`src/rtl/load_store_unit.sv`:
```
// Memory-access stage: issues loads/stores on a variable-latency data bus and
// drives the register-file write port (WE3/WD3/A3) with single-cycle results.
module load_store_unit #(
    parameter int DATA_WIDTH = 32,
    parameter int ADDR_WIDTH = 32
) (
    input  logic                  clk,
    input  logic                  rst,
    input  logic                  in_valid,
    output logic                  in_ready,
    input  logic                  mem_read,
    input  logic                  mem_write,
    input  logic                  reg_write,
    input  logic [2:0]            funct3,
    input  logic [ADDR_WIDTH-1:0] addr,
    input  logic [DATA_WIDTH-1:0] wdata,
    input  logic [4:0]            rd,
    output logic                  dmem_req,
    output logic                  dmem_we,
    output logic [ADDR_WIDTH-1:0] dmem_addr,
    output logic [3:0]            dmem_be,
    output logic [DATA_WIDTH-1:0] dmem_wdata,
    input  logic                  dmem_ack,
    input  logic [DATA_WIDTH-1:0] dmem_rdata,
    output logic [2:0]            WE3,
    output logic [DATA_WIDTH-1:0] WD3,
    output logic [4:0]            A3,
    output logic                  err
);

    // Handshake: a transfer happens on a rising edge where in_valid && in_ready.
    // in_ready is high exactly while the FSM is IDLE.
    typedef enum logic {IDLE, BUSY} state_t;

    state_t                  state, state_n;
    logic                    req_n, we_n, err_n;
    logic [ADDR_WIDTH-1:0]   daddr_n;
    logic [3:0]              be_n;
    logic [DATA_WIDTH-1:0]   dwdata_n, wd3_n;
    logic [2:0]              we3_n;
    logic [4:0]              a3_n;
    logic [1:0]              addr_lo_q, addr_lo_n;
    logic [2:0]              funct3_q, funct3_n;
    logic [4:0]              rd_q, rd_n;
    logic                    is_load_q, is_load_n;

    logic                    is_mem, f3_legal, aligned, access_ok;
    logic [3:0]              store_be;
    logic [DATA_WIDTH-1:0]   store_data;
    logic [2:0]              load_code;

    assign in_ready = (state == IDLE);
    assign is_mem   = mem_read | mem_write;

    always_comb begin
        f3_legal = 1'b0;
        if (mem_write)
            f3_legal = (funct3 == 3'b000) || (funct3 == 3'b001) || (funct3 == 3'b010);
        else
            f3_legal = (funct3 == 3'b000) || (funct3 == 3'b001) || (funct3 == 3'b010) ||
                       (funct3 == 3'b100) || (funct3 == 3'b101);

        case (funct3[1:0])
            2'b01:   aligned = !addr[0];
            2'b10:   aligned = (addr[1:0] == 2'b00);
            default: aligned = 1'b1;
        endcase

        access_ok = f3_legal && aligned && !(mem_read && mem_write);

        case (funct3[1:0])
            2'b00: begin
                store_be   = 4'b0001 << addr[1:0];
                store_data = {4{wdata[7:0]}};
            end
            2'b01: begin
                store_be   = addr[1] ? 4'b1100 : 4'b0011;
                store_data = {2{wdata[15:0]}};
            end
            default: begin
                store_be   = 4'b1111;
                store_data = wdata;
            end
        endcase

        case (funct3_q)
            3'b000:  load_code = 3'b011;
            3'b001:  load_code = 3'b010;
            3'b010:  load_code = 3'b001;
            3'b100:  load_code = 3'b111;
            3'b101:  load_code = 3'b110;
            default: load_code = 3'b000;
        endcase
    end

    always_comb begin
        state_n   = state;
        req_n     = dmem_req;
        we_n      = dmem_we;
        daddr_n   = dmem_addr;
        be_n      = dmem_be;
        dwdata_n  = dmem_wdata;
        we3_n     = 3'b000;
        wd3_n     = WD3;
        a3_n      = A3;
        err_n     = 1'b0;
        addr_lo_n = addr_lo_q;
        funct3_n  = funct3_q;
        rd_n      = rd_q;
        is_load_n = is_load_q;

        case (state)
            IDLE: begin
                if (in_valid) begin
                    if (is_mem) begin
                        if (access_ok) begin
                            state_n   = BUSY;
                            req_n     = 1'b1;
                            we_n      = mem_write;
                            daddr_n   = {addr[ADDR_WIDTH-1:2], 2'b00};
                            be_n      = mem_write ? store_be : 4'b0000;
                            dwdata_n  = mem_write ? store_data : '0;
                            addr_lo_n = addr[1:0];
                            funct3_n  = funct3;
                            rd_n      = rd;
                            is_load_n = mem_read;
                        end else begin
                            err_n = 1'b1;
                        end
                    end else if (reg_write) begin
                        we3_n = (rd == 5'd0) ? 3'b000 : 3'b001;
                        wd3_n = addr;
                        a3_n  = rd;
                    end
                end
            end
            BUSY: begin
                if (dmem_ack) begin
                    state_n = IDLE;
                    req_n   = 1'b0;
                    we_n    = 1'b0;
                    be_n    = 4'b0000;
                    if (is_load_q) begin
                        // x0 is not write-protected in the register file
                        we3_n = (rd_q == 5'd0) ? 3'b000 : load_code;
                        wd3_n = dmem_rdata >> {addr_lo_q, 3'b000};
                        a3_n  = rd_q;
                    end
                end
            end
            default: state_n = IDLE;
        endcase
    end

    always_ff @(posedge clk) begin
        if (rst) begin
            state      <= IDLE;
            dmem_req   <= 1'b0;
            dmem_we    <= 1'b0;
            dmem_addr  <= '0;
            dmem_be    <= 4'b0000;
            dmem_wdata <= '0;
            WE3        <= 3'b000;
            WD3        <= '0;
            A3         <= 5'd0;
            err        <= 1'b0;
            addr_lo_q  <= 2'b00;
            funct3_q   <= 3'b000;
            rd_q       <= 5'd0;
            is_load_q  <= 1'b0;
        end else begin
            state      <= state_n;
            dmem_req   <= req_n;
            dmem_we    <= we_n;
            dmem_addr  <= daddr_n;
            dmem_be    <= be_n;
            dmem_wdata <= dwdata_n;
            WE3        <= we3_n;
            WD3        <= wd3_n;
            A3         <= a3_n;
            err        <= err_n;
            addr_lo_q  <= addr_lo_n;
            funct3_q   <= funct3_n;
            rd_q       <= rd_n;
            is_load_q  <= is_load_n;
        end
    end

endmodule

```
`config.mk`:
```
export PLATFORM = sky130hd
export DESIGN_NAME = load_store_unit
export DESIGN_NICKNAME = d
export VERILOG_FILES = /design/src/rtl/load_store_unit.sv
export SDC_FILE = /design/constraint.sdc
export NUM_CORES = 1
export LEC_CHECK = 0
export BUFFER_PORTS_ARGS = -buffer_cell sky130_fd_sc_hd__buf_2
export CORE_MARGIN = 2
export CORE_UTILIZATION = 45
export CTS_BUF_LIST = sky130_fd_sc_hd__clkbuf_8
export DETAILED_ROUTE_END_ITERATION = 16
export PLACE_DENSITY = 0.8
export SLEW_MARGIN = 0
export SYNTH_ARGS = -nofsm -noshare
export SYNTH_HDL_FRONTEND = slang
export SYNTH_SLANG_ARGS = --single-unit
```
`constraint.sdc`:
```
create_clock -name clk -period 2.34 [get_ports clk]
set_input_delay 0.468 -clock clk [delete_from_list [all_inputs] [get_ports clk]]
set_output_delay 0.468 -clock clk [all_outputs]
set_load 0.005 [all_outputs]
```
==> results.toml <==
[run_status]
status = "completed"

[clocking]
cts_tree = "done"
cts_resized = 0
cts_htree_levels = 4
cts_sinks = 121
clk-insertion-delay-late_ns = 0.43
numCtsBuffers = 17
ctsHoldBuffers = 0
cts_buffer_depth = 2
root_buffer = "clkbuf_8"
cts_setup_buffers = 0
clk_pin_slew_ns = 0.07

[global_routing]
grt_max_degree = 57
antenna_found_initial = 0
grt_use_total_pct = 26.92
grt_overflow = 0
grt_pass1_wl_um = 27620
grt_pass1_vias = 5413

[synthesis]
yosys_warnings = 0
ys_seq_area_share_pct = 43.90
synth_area_sq_um = 5518
synth_area_leaders = "dfxtp_1 (44%), a21oi_1 (6.2%), o21ai_0 (5.4%)"
yosysMostFrequentCell = "dfxtp_1"
ys_seq_elements = 121
yosys.area.top_type = "dfxtp_1"
synth_async_sr_flop_share_pct = 0
synth_flop_cell = "dfxtp_1"
synth_commonest_cells = "dfxtp_1 (121), a21oi_1 (68), o21ai_0 (60)"
syn_inst = 655
synth-edff-count = 0
avgSynthCellArea_sq_um = 8.424
synth_top_area_share_pct = 43.90
synth_cell_types = 44

[placed_design]
io_buffers = 220
post-dp-hpwl_um = 12880
gp_routability_congestion = 0.9324
pre_cts_slack_ns = 0.05487

[setup_path]
critPathCaptureType = "output pin"
crit_fanout = 25
crit_type = "register to output pin"
required_ns = 1.87
crit_path_start_kind = "register"
critical_path_arrival_ns = 1.75

[floorplan]
die_h_um = 114.7
dieArea_sq_um = 13160
rows = 40
initial_core_util_pct = 45.94
die_w_um = 114.7
num_io_pins = 223
coreArea_sq_um = 12010

[route]
post-route-drc-count = 0
totalWireLength_um = 18160
via_per_inst = 5.860
drt-pass1-iter-count = 6
dr_total_vias = 5960
wire_per_inst_um = 17.86
drtAntennaViolNets = 0
drtIter0Drc = 649

[run]
drv_cap = 0

[hold_path]
min_path_type = "primary input to register"

[cells_and_area]
num_antenna_cells = 0
fill_cells = 1076
drive_gt1_share_pct = 33.10
areaGrowthSynthToFinish_pct = 32.29
nets = 971

[sta]
worst_slack_ns = 0.1228
tns_ns = 0
fin_crit_ns = 2.217
skew_ns = 0.007938
finalMaxSlewViolations = 0
post-route-period-util_pct = 94.75
fmax_mhz = 451.0
rsz0062_at_grt = "no"
tightestPinTransition_ns = 0.9161
report.final.hold_viol_count = 0
setup_viol = 0
holdWs_ns = 0.2931
slew_headroom_pct = 38.86

[power_and_ir_drop]
power_mw = 4.713
ir_drop_uv = 482.6
p_per_area_nw_per_um2 = 645.7
p_leak_nw = 3.098
-- layout make-up --
class | count | area, sq um | area share, %
Clock buffer | 19 | 261.5 | 3.582
Sequential cell | 121 | 2422 | 33.18
Multi-Input combinational cell | 455 | 2808 | 38.46
Tap cell | 147 | 183.9 | 2.520
Inverter | 12 | 45.04 | 0.6171
Timing Repair Buffer | 250 | 1441 | 19.75
Clock inverter | 13 | 137.6 | 1.885
-- through the flow --
| step | instances | area (sq um) | util [%] |
|---|---|---|---|
| 2_1_floorplan | 656 | 5522 | - |
| 3_3_place_gp | 985 | 6900 | 57.45 |
| 3_5_place_dp | 985 | 6900 | 57.45 |
| 4_1_cts | 1017 | 7300 | 60.77 |
| 5_1_grt | 1017 | 7300 | 60.77 |
| 6_report | 1017 | 7300 | 60.77 |
-- registers in the layout (all words and copies together), names as in the netlist --
name	flops
A3	5
WD3	32
WE3	3
addr_lo_q	2
dmem_addr	30
dmem_be	4
dmem_req	1
dmem_wdata	32
dmem_we	1
err	1
funct3_q	3
is_load_q	1
rd_q	5
state	1
-- metal layers --
| metal | track usage (%) | vias up | routed length [um] |
|---|---|---|---|
| li1 | - | 2819 | - |
| met1 | 35.16 | 2765 | 7712 |
| met2 | 42.29 | 338 | 8420 |
| met3 | 7.327 | 38 | 1557 |
| met4 | 11.24 | 0 | 473 |
| met5 | 0 | - | 0 |
-- logic make-up after synthesis --
group           after synthesis  synth area share (%)
compound gates              231                 26.73
simple gates                186                 16.73
flops                       121                 43.90
buf+inv                      80                 5.805
mux                          33                 6.077
fa+ha+maj                     3                0.6803
other cells                   1               0.06796
-- worst paths after layout --
check	depth (start not counted)	start	end	slack [ns]
max reg2reg	6	state	WD3[10]	0.53
min	3	addr[7]	dmem_addr[7]	0.29
min reg2reg	2	WD3[15]	WD3[15]	0.46
max	2	state	in_ready	0.12
-- placed cells by master (no fill, tap or decap), types with 3 or more instances in the layout --
master	count
a22o_1	16
nand2_1	30
buf_4	22
nor3b_1	4
a211oi_1	21
o2bb2ai_1	4
bufinv_16	3
a221oi_1	8
nor3_1	27
buf_12	9
inv_1	17
mux2i_1	29
a22oi_1	8
nand4_1	13
o22ai_1	12
and2_1	11
a32o_1	4
buf_2	219
nand3b_1	8
dfxtp_1	121
clkbuf_8	19
nand2b_1	5
o211ai_1	17
mux2_2	4
nand3_1	40
a21oi_1	68
ha_1	3
nor2_1	42
o21ai_0	60
clkinv_2	4
-- worst max-delay path: stages (launching register included) --
cell and delay, ns:
dfxtp_1 0.37, inv_1 0.69, buf_2 0.25
-- report_power, final --
part | internal (mW) | switching [mW]
clock | 1.08 | 0.798
sequential | 2.12 | 0.0317
combinational | 0.279 | 0.403
total | 3.48 | 1.23
No activity file was read; power rests on OpenSTA's default activity.
